===== src/rtl/loop_ddr4_tester.sv =====
// loop_ddr4_tester: DDR4 UI-domain pattern tester.
// Host register writes configure a write-then-readback pattern run on the MIG app interface;
// progress, counters and pass/fail come back as four packed 32-bit read registers.
// MIG handshakes: a command beat is taken on a rising edge where app_en && app_rdy, and a write beat
// additionally needs app_wdf_rdy in that same cycle. Until the beat is taken, command, address and
// data stay unchanged. Read data is taken whenever app_rd_data_valid is high, with no back-pressure.
module loop_ddr4_tester #(
  parameter int REG_ADDR_W       = 12,
  parameter int DDR4_NUM_RD_REGS = 4,
  parameter int APP_ADDR_W       = 31,
  parameter int APP_DATA_W       = 512,
  parameter int ADDR_STEP        = 8
) (
  input  logic                          ddr4_ui_clk,
  input  logic                          ddr4_ui_rst,
  input  logic                          ddr4_reg_rst,
  input  logic                          ddr4_reg_we,
  input  logic [REG_ADDR_W-1:0]         ddr4_reg_addr,
  input  logic [31:0]                   ddr4_reg_wdata,
  output logic [DDR4_NUM_RD_REGS*32-1:0] ddr4_reg_rdata,
  input  logic                          init_calib_complete,
  output logic                          app_en,
  output logic [2:0]                    app_cmd,
  output logic [APP_ADDR_W-1:0]         app_addr,
  input  logic                          app_rdy,
  output logic [APP_DATA_W-1:0]         app_wdf_data,
  output logic                          app_wdf_wren,
  output logic                          app_wdf_end,
  output logic [APP_DATA_W/8-1:0]       app_wdf_mask,
  input  logic                          app_wdf_rdy,
  input  logic [APP_DATA_W-1:0]         app_rd_data,
  input  logic                          app_rd_data_valid
);

  localparam int NUM_LANES = APP_DATA_W / 32;

  localparam logic [1:0] ST_IDLE  = 2'd0;
  localparam logic [1:0] ST_WRITE = 2'd1;
  localparam logic [1:0] ST_READ  = 2'd2;
  localparam logic [1:0] ST_DONE  = 2'd3;

  localparam logic [REG_ADDR_W-1:0] ADDR_CTRL = REG_ADDR_W'(12'h004);
  localparam logic [REG_ADDR_W-1:0] ADDR_NUM  = REG_ADDR_W'(12'h008);
  localparam logic [REG_ADDR_W-1:0] ADDR_SEED = REG_ADDR_W'(12'h00C);
  localparam logic [REG_ADDR_W-1:0] ADDR_BASE = REG_ADDR_W'(12'h010);

  localparam logic [2:0] CMD_WRITE = 3'b000;
  localparam logic [2:0] CMD_READ  = 3'b001;

  // Configuration (cleared by hard reset only)
  logic [31:0]           num_words_q, num_words_d;
  logic [31:0]           seed_q, seed_d;
  logic [APP_ADDR_W-1:0] base_addr_q, base_addr_d;

  // Run state (cleared by either reset)
  logic [1:0]            state_q, state_d;
  logic [31:0]           wr_cnt_q, wr_cnt_d;
  logic [31:0]           rd_iss_q, rd_iss_d;
  logic [31:0]           rd_cnt_q, rd_cnt_d;
  logic [31:0]           err_cnt_q, err_cnt_d;
  logic                  app_en_q, app_en_d;
  logic [2:0]            app_cmd_q, app_cmd_d;
  logic [APP_ADDR_W-1:0] app_addr_q, app_addr_d;
  logic [APP_DATA_W-1:0] app_wdf_data_q, app_wdf_data_d;
  logic                  app_wren_q, app_wren_d;
  logic [127:0]          rdata_q, rdata_d;

  logic                  any_rst;
  logic                  start_strobe;
  logic                  start_ok;
  logic [31:0]           wr_cnt_next;
  logic [31:0]           wr_word_next;
  logic [31:0]           rd_iss_next;
  logic [31:0]           rd_cnt_next;
  logic [31:0]           exp_word;
  logic [APP_DATA_W-1:0] exp_data;
  logic [31:0]           status;
  logic                  unused_wdata;

  assign any_rst      = ddr4_ui_rst | ddr4_reg_rst;
  assign start_strobe = ddr4_reg_we && (ddr4_reg_addr == ADDR_CTRL) && ddr4_reg_wdata[0];
  assign start_ok     = start_strobe && init_calib_complete &&
                        ((state_q == ST_IDLE) || (state_q == ST_DONE));
  assign wr_cnt_next  = wr_cnt_q + 32'd1;
  assign wr_word_next = seed_q + wr_cnt_next;
  assign rd_iss_next  = rd_iss_q + 32'd1;
  assign rd_cnt_next  = rd_cnt_q + 32'd1;
  assign exp_word     = seed_q + rd_cnt_q;
  assign exp_data     = {NUM_LANES{exp_word}};
  assign unused_wdata = ^ddr4_reg_wdata[31:APP_ADDR_W];

  // Config register decode from the host write strobe
  always_comb begin
    num_words_d = num_words_q;
    seed_d      = seed_q;
    base_addr_d = base_addr_q;
    if (ddr4_reg_we) begin
      if (ddr4_reg_addr == ADDR_NUM)  num_words_d = ddr4_reg_wdata;
      if (ddr4_reg_addr == ADDR_SEED) seed_d      = ddr4_reg_wdata;
      if (ddr4_reg_addr == ADDR_BASE) base_addr_d = ddr4_reg_wdata[APP_ADDR_W-1:0];
    end
  end

  // Pattern FSM: write NUM_WORDS beats, issue NUM_WORDS reads, check returned data in order
  always_comb begin
    state_d        = state_q;
    wr_cnt_d       = wr_cnt_q;
    rd_iss_d       = rd_iss_q;
    rd_cnt_d       = rd_cnt_q;
    err_cnt_d      = err_cnt_q;
    app_en_d       = app_en_q;
    app_cmd_d      = app_cmd_q;
    app_addr_d     = app_addr_q;
    app_wdf_data_d = app_wdf_data_q;
    app_wren_d     = app_wren_q;
    case (state_q)
      ST_IDLE, ST_DONE: begin
        if (start_ok) begin
          wr_cnt_d  = '0;
          rd_iss_d  = '0;
          rd_cnt_d  = '0;
          err_cnt_d = '0;
          if (num_words_q == 32'd0) begin
            state_d  = ST_DONE;
            app_en_d = 1'b0;
          end else begin
            // First write beat is presented in the cycle right after the strobe
            state_d        = ST_WRITE;
            app_en_d       = 1'b1;
            app_cmd_d      = CMD_WRITE;
            app_wren_d     = 1'b1;
            app_addr_d     = base_addr_q;
            app_wdf_data_d = {NUM_LANES{seed_q}};
          end
        end
      end
      ST_WRITE: begin
        if (app_rdy && app_wdf_rdy) begin
          wr_cnt_d = wr_cnt_next;
          if (wr_cnt_next == num_words_q) begin
            state_d    = ST_READ;
            app_en_d   = 1'b1;
            app_cmd_d  = CMD_READ;
            app_wren_d = 1'b0;
            app_addr_d = base_addr_q;
          end else begin
            app_addr_d     = app_addr_q + APP_ADDR_W'(ADDR_STEP);
            app_wdf_data_d = {NUM_LANES{wr_word_next}};
          end
        end
      end
      ST_READ: begin
        if (app_en_q && app_rdy) begin
          rd_iss_d = rd_iss_next;
          if (rd_iss_next == num_words_q) app_en_d = 1'b0;
          else app_addr_d = app_addr_q + APP_ADDR_W'(ADDR_STEP);
        end
        if (app_rd_data_valid) begin
          rd_cnt_d = rd_cnt_next;
          if ((app_rd_data != exp_data) && (err_cnt_q != 32'hFFFF_FFFF))
            err_cnt_d = err_cnt_q + 32'd1;
          if (rd_cnt_next == num_words_q) begin
            state_d  = ST_DONE;
            app_en_d = 1'b0;
          end
        end
      end
      default: state_d = ST_IDLE;
    endcase
  end

  // Host-visible registers, built from current state and sampled one cycle later
  always_comb begin
    status      = '0;
    status[0]   = (state_q == ST_WRITE) || (state_q == ST_READ);
    status[1]   = (state_q == ST_DONE);
    status[2]   = (state_q == ST_DONE) && (err_cnt_q == 32'd0);
    status[3]   = init_calib_complete;
    status[5:4] = state_q;
    rdata_d     = {err_cnt_q, rd_cnt_q, wr_cnt_q, status};
  end

  // Config flops: only the hard reset clears them
  always_ff @(posedge ddr4_ui_clk) begin
    if (ddr4_ui_rst) begin
      num_words_q <= '0;
      seed_q      <= '0;
      base_addr_q <= '0;
    end else begin
      num_words_q <= num_words_d;
      seed_q      <= seed_d;
      base_addr_q <= base_addr_d;
    end
  end

  // Run-state flops: hard or soft reset aborts any run in progress
  always_ff @(posedge ddr4_ui_clk) begin
    if (any_rst) begin
      state_q        <= ST_IDLE;
      wr_cnt_q       <= '0;
      rd_iss_q       <= '0;
      rd_cnt_q       <= '0;
      err_cnt_q      <= '0;
      app_en_q       <= 1'b0;
      app_cmd_q      <= '0;
      app_addr_q     <= '0;
      app_wdf_data_q <= '0;
      app_wren_q     <= 1'b0;
      rdata_q        <= '0;
    end else begin
      state_q        <= state_d;
      wr_cnt_q       <= wr_cnt_d;
      rd_iss_q       <= rd_iss_d;
      rd_cnt_q       <= rd_cnt_d;
      err_cnt_q      <= err_cnt_d;
      app_en_q       <= app_en_d;
      app_cmd_q      <= app_cmd_d;
      app_addr_q     <= app_addr_d;
      app_wdf_data_q <= app_wdf_data_d;
      app_wren_q     <= app_wren_d;
      rdata_q        <= rdata_d;
    end
  end

  assign app_en         = app_en_q;
  assign app_cmd        = app_cmd_q;
  assign app_addr       = app_addr_q;
  assign app_wdf_data   = app_wdf_data_q;
  assign app_wdf_wren   = app_wren_q;
  assign app_wdf_end    = app_wren_q;
  assign app_wdf_mask   = '0;
  assign ddr4_reg_rdata = rdata_q;

endmodule

===== config.mk =====
export PLATFORM = sky130hd
export DESIGN_NAME = loop_ddr4_tester
export DESIGN_NICKNAME = d
export VERILOG_FILES = /design/src/rtl/loop_ddr4_tester.sv
export SDC_FILE = /design/constraint.sdc
export NUM_CORES = 1
export LEC_CHECK = 0
export ABC_AREA = 1
export CAP_MARGIN = 20
export CORE_AREA = 5 5 500 502
export DETAILED_ROUTE_END_ITERATION = 10
export DIE_AREA = 0 0 505 507
export GPL_TIMING_DRIVEN = 0
export HOLD_SLACK_MARGIN = 0.02
export PLACE_DENSITY = 0.45
export SYNTH_ARGS = -nofsm -noshare
export SYNTH_HDL_FRONTEND = slang
export SYNTH_SLANG_ARGS = --single-unit
export TNS_END_PERCENT = 20

===== constraint.sdc =====
create_clock -name ddr4_ui_clk -period 7.3 [get_ports ddr4_ui_clk]
set_input_delay 0.73 -clock ddr4_ui_clk [delete_from_list [all_inputs] [get_ports ddr4_ui_clk]]
set_output_delay 0.73 -clock ddr4_ui_clk [all_outputs]
set_load 0.01 [all_outputs]

==> results.toml <==
[run_status]
status = "complete, no violations"

[cts]
clk_latency_ps = 650
cts_sinks = 393
cts_hold_buf = 0
clk_pin_slew_ps = 60
post-cts-setup-buffers = 0
cts_tree = "done"
ctsResizeCount = 0
cts-htree-levels = 2
cts_root_buffer = "clkbuf_16"
numCtsBuffers = 49
clock_path_buffers = 3

[drt]
wire_per_inst_um = 21.7
final_antenna_net_count = 0
first_pass_iters = 8
drt-initial-drc-count = 3493
vias = 42533
finalWirelength_um = 229000
drc = 0
via_per_inst = 4.02

[placement]
hpwl_um = 199000
place_area_mm2 = 0.0518
gp_congestion = 0.955
numPortBuffers = 1211
dp_cells = 10456

[floorplan]
dieArea_mm2 = 0.256
die_w_um = 505
ioPinCount = 1305
fp.dieH_um = 507
initial_core_util_pct = 14.4
num_rows = 182
coreArea_mm2 = 0.245

[pwr]
p_leak_uw = 0.0229
p_clk_share_pct = 48.7
intPower_uw = 4100
pwr-share-comb_pct = 12.5
power_density_mw_per_mm2 = 103
pwr-share-seq_pct = 38.8
p_sw_share_pct = 25.8
ir_drop_mv = 0.163
p_sw_uw = 1430

[sta]
maxSlewHeadroom_pct = 24.9
finalSetupViolCount = 0
timing.hold.ws_ps = 489
finalHoldViolations = 0
fmax_ghz = 0.170
tightest_slew_ps = 1130
slew_violations = 0
fin_crit_sh_pct = 80.6
finalClockSkew_ps = 56.5
grt_setup_unrepaired = "false"
finalSetupTns_ps = 0
timing.final.crit_period_ps = 5880

[worst_setup_path]
r2r_cells = 24
cp-start-kind = "register"
arrival_ps = 6370
timing.rr.start = "rd_cnt_q[0]"
crit_fanout = 10
cp.required_ps = 7790
critPathCaptureType = "register"
r2r-end = "err_cnt_q[23]"
path_class = "register to register"
reg2reg_slack_ps = 1420

[flow_run]
drv_cap = 0

[synth]
synth_area_mm2 = 0.0352
avgSynthCellArea_um2 = 5.93
synth_cells = 5929
yosysSeqAreaShare_pct = 22.4
ys_seq_elements = 393
synth_flop_cell = "dfxtp_1"
ys_async_sr_fraction_pct = 0
synth-edff-count = 0
synth_top_area_share_pct = 22.4
ys_warn_count = 0
yosys.area.top_type = "dfxtp_1"
yosys-top-cells-area = "dfxtp_1 (22%), nand2_1 (18%), buf_4 (12%)"
synth_cell_types = 57

[final_layout]
final_cell_mix = "nand2_1 (1662), clkdlybuf4s50_1 (1211), nor2_1 (791), inv_1 (709), buf_4 (584)"
multiInputGateArea_mm2 = 0.0200
area_delta_synth_final_pct = 52.6
finalInstanceArea_mm2 = 0.0537
final-seq-area_mm2 = 0.00787
final_nets = 7930
layout.cells.non_filler = 10581
layout_commonest_cell = "nand2_1"
utilization_pct = 21.9
final_layout_size_suffix_gt1_share_pct = 11.2
fill_cells = 27637

[grt]
grt_first_pass_wirelength_um = 313000
grt_max_degree = 18
grt_pass1_vias = 40094
grt_antenna_before_repair = 90
grt_usage_pct = 16.9
grt_overflow = 0

[worst_hold_path]
hp-start = "wr_cnt_q[31]"
holdPathEnd = "ddr4_reg_rdata[63]"
worstHoldPathCells = 2
hold_class = "register to register"
==> synthesized netlist by cell type (all sizes together), types with 8 or more instances <==
library cell     n
nand2         1694
nor2           802
inv            720
buf            622
dfxtp          393
nand3          369
o21ai          254
a21oi          190
xor2           188
nor3           153
nand4          102
clkbuf          88
ha              72
a211oi          66
nor4            44
nand3b          41
or2             33
o211ai          14
xnor2           11
a31oi           10
a22oi            8
==> worst max-delay path: stages, from the launching register on <==
cell and delay [ps]:
dfxtp_1 570, ha_1 400, inv_1 90, fa_1 640, clkbuf_1 510, nand4_1 170
nand2_1 200, nand2_1 80, nor2_1 90, nand2_1 50, nor2_1 90, nand4_1 260
nor2_1 170, nand2_1 70, nor2_1 240, nand3_1 110, nor2_1 250, nand3_1 150
nor2_1 300, nand3_1 480, nand2_2 250, nand2_4 120, buf_4 210, a21oi_1 140
nor2_1 70
==> sequential cells by signal (all words and copies together), names as in the netlist <==
| name | cells |
|---|---|
| app_wdf_end | 1 |
| app_addr | 31 |
| wr_cnt_q | 32 |
| app_cmd | 1 |
| num_words_q | 32 |
| ddr4_reg_rdata | 102 |
| base_addr_q | 31 |
| state_q | 2 |
| app_en | 1 |
| rd_iss_q | 32 |
| rd_cnt_q | 32 |
| err_cnt_q | 32 |
| app_wdf_data | 32 |
| seed_q | 32 |
==> final cells by class <==
type                            count  share of cell area, %
Antenna cell                       31                  0.145
Buffer                            710                   9.22
Clock buffer                       58                   2.44
Clock inverter                     31                  0.790
Inverter                          721                   5.04
Multi-Input combinational cell   4196                   37.3
Sequential cell                   393                   14.7
Tap cell                         3220                   7.51
Timing Repair Buffer             1221                   22.9
==> per-stage QoR <==
| step | total power, µW | worst slack, ps |
|---|---|---|
| floorplan | 2410 | 4030 |
| global placement | 2870 | 1100 |
| detailed placement | 2870 | 1110 |
| CTS | 5590 | 1090 |
| global route | 5720 | 882 |
| finish | 5520 | 1420 |
==> routing by layer <==
metal	part of all wire (%)	GRT usage, %
met5	0.045	0
met4	3.4	5.53
met3	6.0	2.65
met2	48	29.5
met1	42	21.2
==> worst max-delay path by stage <==
| stage | start | to | slack (ps) | depth (start not counted) |
|---|---|---|---|---|
| 6_report | rd_cnt_q[0] | err_cnt_q[23] | 1420 | 24 |
| 5_1_grt | rd_cnt_q[0] | err_cnt_q[30] | 880 | 24 |
| 4_1_cts | rd_cnt_q[0] | err_cnt_q[23] | 1090 | 24 |
| 3_5_place_dp | rd_cnt_q[0] | err_cnt_q[23] | 1110 | 24 |
| 3_3_place_gp | rd_cnt_q[0] | err_cnt_q[26] | 1100 | 24 |
| 2_1_floorplan | rd_cnt_q[0] | err_cnt_q[2] | 4030 | 27 |
==> power groups by stage <==
stage          logic (µW)  clock network [µW]  registers (µW)
2_1_floorplan         221                   0            2190
3_3_place_gp          675                   0            2190
3_5_place_dp          678                   0            2190
4_1_cts               683                2770            2140
5_1_grt               738                2840            2140
6_report              689                2690            2140
==> kinds of logic after synthesis <==
family	share of synthesized area, %
AO/OA/AOI/OAI	9.04
XOR/XNOR	5.02
adder cells (fa/ha/maj)	2.68
buffers and inverters	21.8
flip-flops	22.4
other	0.0107
AND/OR/NAND/NOR	39.1
Power figures use the tool's default switching activity.
